File: config.mk
export PLATFORM = sky130hd
export DESIGN_NAME = uart_tx_path
export DESIGN_NICKNAME = d
export VERILOG_FILES = /design/src/rtl/uart_tx_path_pkg.sv /design/src/rtl/uart_sync_fifo.sv /design/src/rtl/uart_tx_path.sv
export SDC_FILE = /design/constraint.sdc
export NUM_CORES = 1
export LEC_CHECK = 0
export CAP_MARGIN = 40
export CORE_ASPECT_RATIO = 1.1
export CORE_MARGIN = 1.5
export CORE_UTILIZATION = 60
export CTS_BUF_LIST = sky130_fd_sc_hd__clkbuf_16
export CTS_CLUSTER_SIZE = 30
export DETAILED_ROUTE_END_ITERATION = 10
export PLACE_DENSITY = 0.82
export SYNTH_ARGS = -nofsm -noshare
export SYNTH_HDL_FRONTEND = slang
export SYNTH_SLANG_ARGS = --single-unit
export TNS_END_PERCENT = 10
File: constraint.sdc
create_clock -name clk -period 4.6 [get_ports clk]
set_clock_uncertainty 0.15 [all_clocks]
set_input_delay 0.92 -clock clk [delete_from_list [all_inputs] [get_ports clk]]
set_output_delay 0.92 -clock clk [all_outputs]
set_load 0.01 [all_outputs]
File: src/rtl/uart_tx_path_pkg.sv
// uart_tx_path_pkg: shared parity/stop codes, serializer state encoding and parity helpers
package uart_tx_path_pkg;

    typedef enum logic [2:0] {IDLE, START, DATA, PARITY, STOP} tx_state_e;

    localparam logic [1:0] PAR_NONE = 2'd0;
    localparam logic [1:0] PAR_EVEN = 2'd1;
    localparam logic [1:0] PAR_ODD  = 2'd2;
    localparam logic [1:0] STOP_1   = 2'd0;

    function automatic logic has_parity(input logic [1:0] mode);
        return mode == PAR_EVEN || mode == PAR_ODD;
    endfunction

    function automatic logic parity_bit(input logic [7:0] d, input logic [1:0] mode);
        return ^d ^ (mode == PAR_ODD);
    endfunction

endpackage

File: src/rtl/uart_sync_fifo.sv
// uart_sync_fifo: single-clock byte FIFO with full/empty/level and a registered overflow pulse
module uart_sync_fifo #(
    parameter int DEPTH  = 8,
    parameter int ADDR_W = 3
) (
    input  logic              clk,
    input  logic              rst_n,
    input  logic              wr_en,
    input  logic [7:0]        wr_data,
    input  logic              rd_en,
    output logic [7:0]        rd_data,
    output logic              full,
    output logic              empty,
    output logic [ADDR_W:0]   level,
    output logic              overflow
);

    logic [7:0]      mem [DEPTH];
    logic [ADDR_W:0] wr_ptr;
    logic [ADDR_W:0] rd_ptr;
    logic            push;
    logic            pop;

    always_comb begin
        push    = wr_en && !full;
        pop     = rd_en && !empty;
        level   = wr_ptr - rd_ptr;
        empty   = wr_ptr == rd_ptr;
        // pointers one lap apart: same slot, differing wrap bit
        full    = (wr_ptr[ADDR_W] != rd_ptr[ADDR_W]) && (wr_ptr[ADDR_W-1:0] == rd_ptr[ADDR_W-1:0]);
        rd_data = mem[rd_ptr[ADDR_W-1:0]];
    end

    always_ff @(posedge clk) begin
        if (push) mem[wr_ptr[ADDR_W-1:0]] <= wr_data;
    end

    always_ff @(posedge clk or negedge rst_n) begin
        if (!rst_n) begin
            wr_ptr   <= '0;
            rd_ptr   <= '0;
            overflow <= 1'b0;
        end else begin
            wr_ptr   <= push ? wr_ptr + 1'b1 : wr_ptr;
            rd_ptr   <= pop ? rd_ptr + 1'b1 : rd_ptr;
            overflow <= wr_en && full;
        end
    end

endmodule

File: src/rtl/uart_tx_path.sv
// uart_tx_path: buffered UART transmitter, TX FIFO feeding a framing serializer with baud timer
module uart_tx_path
    import uart_tx_path_pkg::*;
#(
    parameter int DEPTH  = 8,
    parameter int ADDR_W = 3
) (
    input  logic              clk,
    input  logic              rst_n,
    input  logic              tx_wr_en,
    input  logic [7:0]        tx_wr_data,
    input  logic [15:0]       baud_div,
    input  logic [1:0]        parity_mode,
    input  logic [1:0]        stop_bit,
    input  logic              tx_enable,
    output logic              uart_tx,
    output logic              tx_busy,
    output logic              tx_done,
    output logic              tx_full,
    output logic              tx_empty,
    output logic [ADDR_W:0]   tx_level,
    output logic              tx_overflow
);

    tx_state_e   state;
    logic [7:0]  head;
    logic [7:0]  shift;
    logic [15:0] div_q;
    logic [15:0] timer;
    logic [2:0]  bit_idx;
    logic [1:0]  par_q;
    logic        par_q_bit;
    logic        two_stop;
    logic        stop_idx;
    logic        pop;
    logic        bit_end;

    always_comb begin
        pop     = state == IDLE && tx_enable && !tx_empty;
        bit_end = timer == div_q;
        tx_busy = state != IDLE;
    end

    uart_sync_fifo #(.DEPTH(DEPTH), .ADDR_W(ADDR_W)) u_fifo (
        .clk      (clk),
        .rst_n    (rst_n),
        .wr_en    (tx_wr_en),
        .wr_data  (tx_wr_data),
        .rd_en    (pop),
        .rd_data  (head),
        .full     (tx_full),
        .empty    (tx_empty),
        .level    (tx_level),
        .overflow (tx_overflow)
    );

    always_ff @(posedge clk or negedge rst_n) begin
        if (!rst_n) begin
            state     <= IDLE;
            uart_tx   <= 1'b1;
            tx_done   <= 1'b0;
            shift     <= '0;
            div_q     <= '0;
            timer     <= '0;
            bit_idx   <= '0;
            par_q     <= PAR_NONE;
            par_q_bit <= 1'b0;
            two_stop  <= 1'b0;
            stop_idx  <= 1'b0;
        end else begin
            tx_done <= 1'b0;
            timer   <= (state == IDLE || bit_end) ? '0 : timer + 16'd1;
            case (state)
                IDLE: begin
                    uart_tx <= !pop;
                    if (pop) begin
                        // frame configuration is frozen here for the whole frame
                        state     <= START;
                        shift     <= head;
                        div_q     <= baud_div;
                        par_q     <= parity_mode;
                        par_q_bit <= parity_bit(head, parity_mode);
                        two_stop  <= stop_bit != STOP_1;
                    end
                end
                START: if (bit_end) begin
                    state   <= DATA;
                    uart_tx <= shift[0];
                    bit_idx <= '0;
                end
                DATA: if (bit_end) begin
                    if (bit_idx == 3'd7) begin
                        state    <= has_parity(par_q) ? PARITY : STOP;
                        uart_tx  <= has_parity(par_q) ? par_q_bit : 1'b1;
                        stop_idx <= 1'b0;
                    end else begin
                        bit_idx <= bit_idx + 3'd1;
                        uart_tx <= shift[bit_idx + 3'd1];
                    end
                end
                PARITY: if (bit_end) begin
                    state    <= STOP;
                    uart_tx  <= 1'b1;
                    stop_idx <= 1'b0;
                end
                STOP: if (bit_end) begin
                    if (two_stop && !stop_idx) stop_idx <= 1'b1;
                    else begin
                        state   <= IDLE;
                        tx_done <= 1'b1;
                    end
                end
                default: state <= IDLE;
            endcase
        end
    end

endmodule

Word-level counts from Yosys, hierarchy flattened
Memory sizes are Yosys's and may differ from the RTL's.
Cells that the tools add are included.
{"block": "totals", "ramBits": 64, "mem_count": 1, "reg_bits": 62, "inputBits": 32, "output_inout_bits": 10}
{"block": "classes", "addsub": 5, "eq_ne": 21, "bitwise_logic": 1, "reduce_logical": 25, "n_mux": 33, "magnitude_cmp": 1}
{"name": "u_fifo.mem", "words": 8, "word_bits": 8, "rd": 1, "rd_clocked_by_memory_dff": 0, "wr": 1, "line": "uart_sync_fifo.sv:18", "source": "logic [7:0] mem [DEPTH];"}
{"op": "$mux W3", "count": 11}
{"op": "$ne A2 B2 Y1 const B", "count": 9}
{"op": "$add A16 B1 Y16 const B", "count": 1}
{"op": "$eq A16 B16 Y1", "count": 1}
{"op": "$mux W1", "count": 16}
{"op": "$mux W16", "count": 1}
{"op": "$pmux W3 S5", "count": 1}
{"op": "$add A4 B1 Y4 const B", "count": 2}
{"op": "$reduce_and A4 Y1", "count": 2}
{"op": "$reduce_xor A8 Y1", "count": 1}
{"op": "$logic_and A1 B1 Y1", "count": 7}
{"op": "$reduce_and A7 Y1", "count": 1}
{"op": "$eq A3 B2 Y1 const B", "count": 2}
{"op": "$eq A3 B3 Y1 const B", "count": 2}
{"op": "$pmux W3 S2", "count": 1}
{"op": "$reduce_and A6 Y1", "count": 1}
{"op": "$reduce_bool A3 Y1", "count": 2}
{"op": "$eq A2 B2 Y1 const B", "count": 2}
{"op": "$eq A4 B4 Y1", "count": 1}
{"op": "$logic_not A1 Y1", "count": 4}
{"op": "$lt A3 B4 Y1 const B", "count": 1}
{"op": "$pmux W1 S4", "count": 1}
{"op": "$reduce_bool A2 Y1", "count": 2}
{"op": "$reduce_bool A4 Y1", "count": 1}
{"op": "12 further kinds", "count": 13}

Logic depth before layout (Yosys ltp)
Gate-level depths: netlist of the first run.
{"block": "logic_depth", "depth_word": 6, "depth_mapped": 11, "ltp_nobuf": 8}

Hierarchy
Synthesis of the first run repeated with hierarchy kept, for this count alone.
{"block": "unflattened", "cells_unflattened": 450, "area_unflattened_um2": 5667.9}
{"module": "uart_sync_fifo", "area_each_um2": 3046.7, "n_inst": 1, "cells_per_inst": 169, "seq_area_each_um2": 2147.1}
{"module": "uart_tx_path", "area_each_um2": 2621.3, "n_inst": 1, "cells_per_inst": 281, "seq_area_each_um2": 1327.5}

Least setup slack after synthesis of the first run
OpenSTA, ideal clock, no wires.
{"block": "synth_path", "path_kind": "reg-to-reg", "start": "reg u_fifo.rd_ptr[1]", "end": "mem u_fifo.mem[1][0] (enable)", "stages_incl_launch_ff": 10, "slack_ps": 1654, "arrival_time_ps": 2412, "required_ps": 4067, "path_buffers": 2, "cell_sequence": "dfrtp_1 > buf_2 > buf_2 > inv_1 > ha_1 > nand3_1 > nor2b_1 > nor2b_1 > nand2_1 > nor3_1"}
{"block": "synth_between", "elab_chain_len": 6}
{"element": "start, declared", "line": "uart_sync_fifo.sv:20", "source": "logic [ADDR_W:0] rd_ptr;"}
{"element": "start signal, assigned", "line": "uart_sync_fifo.sv:45", "source": "rd_ptr <= pop ? rd_ptr + 1'b1 : rd_ptr;"}
{"element": "$eq A3 B3 Y1", "line": "uart_sync_fifo.sv:30", "source": "full = (wr_ptr[ADDR_W] != rd_ptr[ADDR_W]) && (wr_ptr[ADDR_W-1:0] == rd_ptr[ADDR_W-1:0]);"}
{"element": "$logic_and A1 B1 Y1", "line": "uart_sync_fifo.sv:30"}
{"element": "net tx_full", "line": "uart_tx_path.sv:19", "source": "output logic tx_full,"}
{"element": "$logic_not A1 Y1", "line": "uart_sync_fifo.sv:25", "source": "push = wr_en && !full;"}
{"element": "$logic_and A1 B1 Y1", "line": "uart_sync_fifo.sv:25"}
{"element": "$mux W1", "line": "uart_sync_fifo.sv:35", "source": "if (push) mem[wr_ptr[ADDR_W-1:0]] <= wr_data;"}
{"element": "$mux W1 (implied by the code)", "line": "uart_sync_fifo.sv:35"}
{"element": "end, declared", "line": "uart_sync_fifo.sv:18"}
The timed path passes the listed nets, and every way through them passes these cells.

Worst setup path in the final report of the first run
{"block": "layout_path", "start": "reg u_fifo.rd_ptr[1]", "end": "out tx_level[3]"}
{"block": "layout_between", "elab_chain_len": 1}
{"element": "$sub A4 B4 Y4", "line": "uart_sync_fifo.sv:27", "source": "level = wr_ptr - rd_ptr;"}
{"element": "end, declared", "line": "uart_tx_path.sv:21", "source": "output logic [ADDR_W:0] tx_level,"}
Every way passes these cells.

==> flow_summary.json, run 1 <==
{
  "power_uw": 4560,
  "rsz0062_at_grt": "false",
  "track_usage_pct": 24.9,
  "dr_total_vias": 3481,
  "crit_arrival_ps": 2520,
  "period_needed_ps": 3590,
  "clk_latency_ps": 420,
  "crit_chain": "buf_4 -> inv_1 -> ha_1 -> a21o_1 -> a21oi_1 -> xor2_1 -> clkdlybuf4s50_1",
  "syn-num-nets": 470,
  "start_util_pct": 62.1,
  "p_int_uw": 3050,
  "drive_above_1_share_pct": 12.4,
  "grt_max_degree": 40,
  "drt_iter0_drc": 146,
  "post-route-period-util_pct": 78.0,
  "cp_max_fo": 20,
  "cp_slowest_cell": "clkdlybuf4s50_1",
  "gp_routability_congestion": 0.826,
  "ys_warn_count": 0,
  "slowest_delay_ps": 550,
  "grt_pass1_wl_mm": 18.1,
  "cts_tree": "yes",
  "tns_ps": 0,
  "seqCellArea_um2": 3470,
  "fmax_mhz": 279,
  "synth_xor_area_share_pct": 7.52,
  "fin_util_pct": 74.6,
  "clock_path_buffers": 2,
  "r2r_cells": 7,
  "sw_frac_of_total_pct": 33.3,
  "clock-sinks": 126,
  "via_per_inst": 5.73,
  "ys.flop_type": "edfxtp_1",
  "synth_adder_area_share_pct": 2.17,
  "synth-seq-cells": 126,
  "detail_route.first_pass.iterations": 5,
  "ant_nets": 0,
  "die_h_um": 104,
  "cts_setup_buffers": 0,
  "status": "completed",
  "net-switching-power_uw": 1520,
  "wl_mm": 11.0,
  "port_buffers": 41,
  "netlist_area_um2": 5540,
  "cp.required_ps": 3530,
  "pwr-share-comb_pct": 33.4,
  "synth_cell_types": 43,
  "antenna_found_initial": 0,
  "relSlewSlack_pct": 39.6,
  "async_reset_ff_share_pct": 49.2,
  "stdcell_count": 607,
  "maxCapViolCount": 0,
  "multi_input_area_um2": 1930,
  "worstMarginPinSlew_ps": 902,
  "hold_buffers": 0,
  "drv_slew": 0,
  "clockPowerShare_pct": 29.1,
  "p_per_area_nw_per_um2": 686,
  "hold_depth": 2,
  "design_area_um2": 6650,
  "place_area_um2": 6060,
  "power_frac_seq_pct": 37.5,
  "nFillCells": 548,
  "gr-total-overflow": 0,
  "wl_per_cell_um": 18.1,
  "path_depth": 7,
  "critPathBufInv": 3,
  "p_leak_uw": 0.00266,
  "dieWidth_um": 94.6,
  "dp_cells": 575,
  "yosysSeqAreaShare_pct": 62.7,
  "critPathTopFamily": "buffers and inverters",
  "hold_class": "flip-flop to flip-flop",
  "setup_viol": 0,
  "synth_compound_area_share_pct": 3.30,
  "synth.area.mux_share_pct": 9.38,
  "yosys.area_share.simple_pct": 12.5,
  "ctsResizeCount": 0,
  "synth_edf_count": 64,
  "grt_pass1_vias": 3636,
  "clock-root-buffer": "clkbuf_16",
  "avgSynthCellArea_um2": 12.9,
  "core_um2": 8920,
  "nets": 521,
  "synthCells": 429,
  "cts_buffers": 17,
  "crit_type": "flip-flop to output pin",
  "dieArea_um2": 9820,
  "area_delta_synth_final_pct": 20.1,
  "critPathLaunchType": "flip-flop",
  "io_pins": 42,
  "synth_top_family_by_area": "simple AND/OR/NAND/NOR gates",
  "clk_pin_slew_worst_paths_ps": 60,
  "row_count": 36,
  "end_kind": "output pin",
  "hold_violations": 0,
  "diodes": 0,
  "dp_hpwl_mm": 7.13,
  "max-vdd-ir-drop_mv": 0.390,
  "cts_max_level": 4,
  "route.detailed.drc": 0
}
-- per-layer routing --
| layer | track usage, % | wire length (µm) |
|---|---|---|
| met2 | 42.1 | 5850 |
| met1 | 29.8 | 4420 |
| met3 | 5.87 | 461 |
| met4 | 11.2 | 258 |
| met5 | 0 | 0 |
-- path summary, 6_finish.rpt --
kind,from,endpoint,slack (ps)
setup / recovery,u_fifo.rd_ptr[1],tx_level[3],1010
hold / removal,shift[4],shift[4],340
setup reg to reg,u_fifo.rd_ptr[2],u_fifo.mem[3][5],1530
hold reg to reg,shift[4],shift[4],340
max in group asynchronous,rst_n,uart_tx,3040
min in group asynchronous,rst_n,u_fifo.wr_ptr[1],360
-- worst reg2reg max path, stage by stage, from the launching register on --
cell,delay (ps)
dfrtp_1,420
inv_2,270
ha_1,330
nand3_1,150
nor2b_1,90
nor2b_1,360
nand2_1,190
nor2_1,730
-- stage by stage --
step	setup WS (ps)	hold slack [ps]
floorplan	1650	295
global placement	1480	308
detailed placement	1410	330
CTS	1000	343
global route	928	356
finish	1010	339
-- Yosys cell counts, types with 2 or more instances --
master    count  area share, %
nand4_1       8           0.90
mux4_1        3            1.4
xnor2_1      32            5.1
clkbuf_1     11           0.75
and2_1        3           0.34
o21ai_0      18            1.6
dfrtp_1      61             28
nor3_1        8           0.72
buf_2         3           0.27
nor2_1       33            2.2
xor2_1       13            2.1
mux2i_1       8            1.4
nand3_1       7           0.63
or2_2         2           0.23
a21oi_1       6           0.54
ha_1          8            1.8
nor2b_1       4           0.45
nand2_1      86            5.8
nand2b_1      2           0.23
mux4_2       15            6.1
inv_1        12           0.81
edfxtp_1     64             35
nor4_1        2           0.23
-- power by group through the flow --
stage | sequential, µW | combinational, µW | clock (µW)
after floorplan | 1650 | 1130 | 0
after global placement | 1700 | 1460 | 0
after detailed placement | 1720 | 1510 | 0
after CTS | 1710 | 1530 | 1340
after global routing | 1740 | 1670 | 1400
final | 1710 | 1530 | 1330
-- cells in the final DEF, fill, tap and decap left out, types with 3 or more instances in the layout --
cell type | netlist | final
ha_1 | 8 | 8
inv_1 | 12 | 12
nor2b_1 | 4 | 4
a21oi_1 | 6 | 6
nand3_1 | 7 | 7
edfxtp_1 | 64 | 64
nor2_1 | 33 | 33
nand2_1 | 86 | 86
xnor2_1 | 32 | 32
buf_4 | 0 | 7
inv_6 | 0 | 6
mux4_2 | 15 | 15
clkbuf_16 | 0 | 17
clkdlybuf4s50_1 | 0 | 40
mux4_1 | 3 | 3
dfrtp_1 | 61 | 61
nor3_1 | 8 | 8
xor2_1 | 13 | 13
mux2i_1 | 8 | 8
and2_1 | 3 | 3
o21ai_0 | 18 | 18
nand4_1 | 8 | 8
inv_8 | 0 | 4
-- logic make-up (layout without fill, tap and decap cells) --
group                      count (synthesis)  in the layout
adders and majority gates                  9              9
xor gates and xnor gates                  46             46
DFF                                      126            126
buffers and inverters                     29             93
and+or+nand+nor                          160            160
AOI/OAI and AO/OA                         32             32
muxes                                     27             27
-- layout make-up --
type                       count  share of cell area [%]
timing repair buffer          48                    6.89
tap                          114                    2.15
inverter                      13                   0.734
multi-input combinational    274                    29.1
clock buffer                  17                    6.40
clock inverter                15                    2.52
sequential                   126                    52.3
-- state kept, by name, summed over array words and instances, names as in the netlist, 2 cells and up --
register       count
u_fifo.wr_ptr      4
timer             16
u_fifo.rd_ptr      4
state              3
bit_idx            3
shift              8
par_q              2
u_fifo.mem        64
div_q             16
Note: power is estimated with default switching activity, not from simulation.
==> run 2, diff against run 1 <==
--- a/config.mk
+++ b/config.mk
@@ -8,11 +8,11 @@
 export CAP_MARGIN = 40
 export CORE_ASPECT_RATIO = 1.1
 export CORE_MARGIN = 1.5
-export CORE_UTILIZATION = 60
+export CORE_UTILIZATION = 58
 export CTS_BUF_LIST = sky130_fd_sc_hd__clkbuf_16
 export CTS_CLUSTER_SIZE = 30
 export DETAILED_ROUTE_END_ITERATION = 10
-export PLACE_DENSITY = 0.82
+export PLACE_DENSITY = 0.79
 export SYNTH_ARGS = -nofsm -noshare
 export SYNTH_HDL_FRONTEND = slang
 export SYNTH_SLANG_ARGS = --single-unit
==> constraint.sdc (replaced) <==
create_clock -name clk -period 3.7 [get_ports clk]
set_clock_uncertainty 0.15 [all_clocks]
set_input_delay 0.74 -clock clk [delete_from_list [all_inputs] [get_ports clk]]
set_output_delay 0.74 -clock clk [all_outputs]
set_load 0.01 [all_outputs]
==> run 2 against run 1 <==
Net effect:
- clock power is 26% higher
- total power is 24% higher
- final area is 0.19% higher
- setup slack worse by 470 ps
- highest routed layer unchanged
==> flow_summary.json, run 2 (synthesis results as in run 1) <==
{
  "cts_max_level": 4,
  "fmax_mhz": 316,
  "drt_iter0_drc": 156,
  "clk_latency_ps": 410,
  "dieArea_um2": 10100,
  "status": "completed",
  "antenna_found_initial": 0,
  "power_frac_seq_pct": 37.5,
  "gr-total-overflow": 0,
  "maxCapViolCount": 0,
  "hold_buffers": 0,
  "max-vdd-ir-drop_mv": 0.581,
  "detail_route.first_pass.iterations": 5,
  "row_count": 37,
  "crit_chain": "ha_1 -> a21o_1 -> a21oi_1 -> xor2_1 -> clkdlybuf4s50_1",
  "dieWidth_um": 96.2,
  "track_usage_pct": 23.7,
  "gp_routability_congestion": 0.801,
  "cts_buffers": 17,
  "pwr-share-comb_pct": 32.9,
  "drv_slew": 0,
  "sw_frac_of_total_pct": 32.1,
  "clock_path_buffers": 2,
  "rsz0062_at_grt": "false",
  "io_pins": 42,
  "wl_per_cell_um": 17.7,
  "tns_ps": 0,
  "largest_reg_flops": 64,
  "hold_violations": 0,
  "period_needed_ps": 3160,
  "core_um2": 9310,
  "diodes": 0,
  "clockPowerShare_pct": 29.6,
  "cts_setup_buffers": 0,
  "net-switching-power_uw": 1820,
  "p_per_area_nw_per_um2": 849,
  "port_buffers": 41,
  "cp.required_ps": 2810,
  "ctsResizeCount": 0,
  "crit_arrival_ps": 2270,
  "wl_mm": 10.8,
  "clock-sinks": 126,
  "grt_pass1_vias": 3529,
  "power_uw": 5660,
  "post-route-period-util_pct": 85.5,
  "final_cell_mix": "nand2_1 (86), edfxtp_1 (64), dfrtp_1 (61), clkdlybuf4s50_1 (40), nor2_1 (33)",
  "area_delta_synth_final_pct": 20.3,
  "cts_tree": "yes",
  "end_kind": "output pin",
  "relSlewSlack_pct": 46.4,
  "worstMarginPinSlew_ps": 800,
  "layout_commonest_cell": "nand2_1",
  "clk_pin_slew_worst_paths_ps": 60,
  "hold_class": "input pin to async pin",
  "critPathTopFamily": "buffers and inverters",
  "route.detailed.drc": 0,
  "p_int_uw": 3840,
  "die_h_um": 105,
  "ant_nets": 0,
  "p_leak_uw": 0.00266,
  "dr_total_vias": 3420,
  "setup_viol": 0,
  "clock-root-buffer": "clkbuf_16",
  "drive_above_1_share_pct": 12.2,
  "cp_slowest_cell": "clkdlybuf4s50_1",
  "critPathLaunchType": "flip-flop",
  "start_util_pct": 59.5,
  "dp_hpwl_mm": 7.09,
  "crit_type": "flip-flop to output pin",
  "grt_pass1_wl_mm": 17.4,
  "critPathBufInv": 1,
  "via_per_inst": 5.61,
  "nets": 521,
  "grt_max_degree": 63,
  "cp_max_fo": 7,
  "slowest_delay_ps": 550
}
-- run 2: changes by cell type in the layout (fill, tap and decap cells not counted), sizes merged --
cell	change
bufinv	+1
clkinv	+1
inv	-2
-- run 2: layout make-up --
| cell class | instances | area (µm²) |
|---|---|---|
| clock inverter | 15 | 176 |
| clock buffer | 17 | 425 |
| multi-input combinational | 274 | 1930 |
| timing repair buffer | 48 | 458 |
| tap | 117 | 146 |
| fill | 604 | 2640 |
| sequential | 126 | 3470 |
| inverter | 13 | 48.8 |
-- run 2: layer usage --
layer | GRT usage [%] | share of wire (%) | up-vias
met1 | 29.7 | 43 | 1719
met3 | 5.12 | 3.8 | 8
met5 | 0 | 0 | -
met4 | 9.87 | 0.89 | 0
li1 | - | - | 1614
met2 | 39.3 | 53 | 79
-- run 2: power by group through the flow --
stage	sequential (µW)	combinational (µW)	clock, µW
4_1_cts	2120	1890	1690
6_report	2120	1860	1670
5_1_grt	2160	2060	1750
3_5_place_dp	2130	1860	0
2_1_floorplan	2050	1410	0
3_3_place_gp	2120	1820	0
-- run 2: final timing paths --
path | start | end | slack (ps) | depth (start not counted)
max reg2reg | u_fifo.rd_ptr[2] | u_fifo.mem[3][7] | 780 | 7
max | u_fifo.wr_ptr[1] | tx_level[3] | 540 | 5
min reg2reg | shift[3] | shift[3] | 340 | 2
max in group asynchronous | rst_n | timer[14] | 2550 | 2
min in group clk | shift[3] | shift[3] | 340 | 2
min | rst_n | div_q[4] | 330 | 2
-- run 2: worst reg2reg max path: stages (launching register included) --
cell and delay (ps):
dfrtp_1 410, inv_2 240, ha_1 320, nand3_1 160, nor2b_1 90, nor2b_1 340, nand2_1 180, nor2_1 650
-- run 2: stage by stage --
| stage | hold slack [ps] | worst slack, ps | instances | area [µm²] | utilization (%) |
|---|---|---|---|---|---|
| after CTS | 339 | 511 | 610 | 6660 | 71.6 |
| after global routing | 363 | 416 | 610 | 6660 | 71.6 |
| after global placement | 306 | 794 | 578 | 6060 | 65.1 |
| after floorplan | 294 | 754 | 429 | 5540 | - |
| after detailed placement | 322 | 781 | 578 | 6060 | 65.1 |
| final | 331 | 538 | 610 | 6660 | 71.6 |
==> run 3, diff against run 2 <==
--- a/config.mk
+++ b/config.mk
@@ -8,11 +8,10 @@
 export CAP_MARGIN = 40
 export CORE_ASPECT_RATIO = 1.1
 export CORE_MARGIN = 1.5
-export CORE_UTILIZATION = 58
+export CORE_UTILIZATION = 35
 export CTS_BUF_LIST = sky130_fd_sc_hd__clkbuf_16
 export CTS_CLUSTER_SIZE = 30
 export DETAILED_ROUTE_END_ITERATION = 10
-export PLACE_DENSITY = 0.79
 export SYNTH_ARGS = -nofsm -noshare
 export SYNTH_HDL_FRONTEND = slang
 export SYNTH_SLANG_ARGS = --single-unit
==> run 3 against run 2 <==
Net effect:
- utilization is 28 points lower
- clock-buffer cell count unchanged
- final cell count up 14%
- setup slack got worse by 24 ps
- critical endpoint unchanged
- via count decreased by 1.3%
- sequential power about the same
- combinational power about the same
- highest routed layer unchanged
- first-iteration DRC count up 21%
- non-clock buffer count increased by 4
- total power is 0.26% higher
- largest power group unchanged
- largest cell class unchanged
==> flow_summary.json, run 3 (synthesis results as in run 1) <==
{
  "reg2reg_to": "u_fifo.mem[6][2]",
  "gr-usage-met1_pct": 17.3,
  "diodes": 0,
  "slowest_delay_ps": 550,
  "cp_slowest_cell": "clkdlybuf4s50_1",
  "seqCellArea_um2": 3470,
  "r2r_cells": 7,
  "grt_max_degree": 40,
  "largest_reg_flops": 64,
  "met3_usage_pct": 4.81,
  "globalRouteMet2Util_pct": 23.7,
  "io_pins": 42,
  "clock_path_buffers": 2,
  "layout_commonest_cell": "nand2_1",
  "worstMarginPinSlew_ps": 778,
  "fmax_mhz": 314,
  "max-vdd-ir-drop_mv": 0.574,
  "tns_ps": 0,
  "post-route-period-util_pct": 86.1,
  "final_cell_mix": "nand2_1 (86), edfxtp_1 (64), dfrtp_1 (61), clkdlybuf4s50_1 (40), nor2_1 (33)",
  "rsz0062_at_grt": "false",
  "antenna_found_initial": 0,
  "track_usage_pct": 14.5,
  "cts_tree": "yes",
  "status": "completed",
  "gr-total-overflow": 0,
  "nFillCells": 1445,
  "grt_pass1_wl_mm": 17.7,
  "cp.required_ps": 2810,
  "hold_buffers": 0,
  "grt_pass1_vias": 3505,
  "p_leak_uw": 0.00268,
  "fin_ws_ps": 514,
  "clk_latency_ps": 420,
  "crit_type": "flip-flop to output pin",
  "dr_total_vias": 3375,
  "row_count": 48,
  "drt_iter0_drc": 188,
  "route.detailed.drc": 0,
  "maxCapViolCount": 0,
  "clock-sinks": 126,
  "r2r_slack_ps": 830,
  "cp_max_fo": 9,
  "whs_ps": 111,
  "hold_violations": 0,
  "cts_buffers": 17,
  "wl_per_cell_um": 15.4,
  "detail_route.first_pass.iterations": 4,
  "dieArea_um2": 16600,
  "die_h_um": 135,
  "reg2reg_from": "u_fifo.rd_ptr[2]",
  "relSlewSlack_pct": 48.0,
  "start_util_pct": 35.6,
  "port_buffers": 41,
  "cts_max_level": 4,
  "clk_pin_slew_worst_paths_ps": 60,
  "p_per_area_nw_per_um2": 835,
  "crit_chain": "inv_2 -> ha_1 -> a21oi_1 -> xor2_1 -> clkdlybuf4s50_1",
  "clock-root-buffer": "clkbuf_16",
  "area_delta_synth_final_pct": 22.7,
  "multi_input_area_um2": 1930,
  "drive_above_1_share_pct": 13.1,
  "ant_nets": 0,
  "setup_viol": 0,
  "ctsResizeCount": 0,
  "critPathLaunchType": "flip-flop",
  "nets": 525,
  "period_needed_ps": 3190,
  "end_kind": "output pin",
  "hold_class": "input pin to async pin",
  "cp-startpoint": "u_fifo.rd_ptr[2]",
  "post-place-ws_ps": 793,
  "wl_mm": 10.7,
  "dieWidth_um": 123,
  "dp_hpwl_mm": 7.45,
  "core_um2": 15600,
  "cp-endpoint": "tx_level[3]",
  "gp_routability_congestion": 0.795,
  "busiest_layer": "met2",
  "via_per_inst": 4.84,
  "cts_setup_buffers": 0,
  "drv_slew": 0,
  "crit_arrival_ps": 2300
}
[run 3: cell count changes in the layout (fill, tap and decap cells not counted)]
cell	before	now
inv_8	4	2
buf_4	7	11
clkinv_1	1	0
clkinv_4	2	3
inv_6	4	6
[run 3: worst max-delay path: cells and delay by family, from the launching register on]
family | cells | cell delay (ps)
AO/OA/AOI/OAI | 1 | 180
XOR/XNOR | 1 | 160
adder cells (fa/ha/maj) | 1 | 320
buffers and inverters | 2 | 800
flip-flops | 1 | 410
[run 3: cell type report]
class	count	share of cell area, %
sequential	126	51.1
clock inverter	15	2.60
timing repair buffer	52	7.18
inverter	13	0.718
clock buffer	17	6.26
tap	200	3.68
multi-input combinational	274	28.4
[run 3: power breakdown]
group | total [µW] | internal, µW | leakage (µW) | switching [µW]
clock network | 1680 | 1010 | 0.000290 | 667
logic | 1890 | 986 | 0.00104 | 902
registers | 2100 | 1850 | 0.00135 | 256
[run 3: worst min path at each step]
stage                         from         end  slack (ps)
final                        rst_n    timer[8]         110
after global routing         rst_n    timer[8]         130
after CTS                    rst_n    timer[8]         110
after detailed placement  shift[4]    shift[4]         320
after global placement    shift[7]    shift[7]         310
after floorplan              rst_n  bit_idx[0]         290
[run 3: routing by layer]
layer	vias to the layer above	wire, µm
met2	65	5440
li1	1625	-
met4	0	174
met3	17	434
met5	-	0
met1	1668	4660
[run 3: metrics by stage]
stage	util [%]	instances	instance area [µm²]	power [µW]
2_1_floorplan	-	429	5540	3460
3_3_place_gp	39.8	665	6190	4000
3_5_place_dp	39.8	665	6190	4040
4_1_cts	43.7	697	6800	5740
5_1_grt	43.7	697	6800	6020
6_report	43.7	697	6800	5670
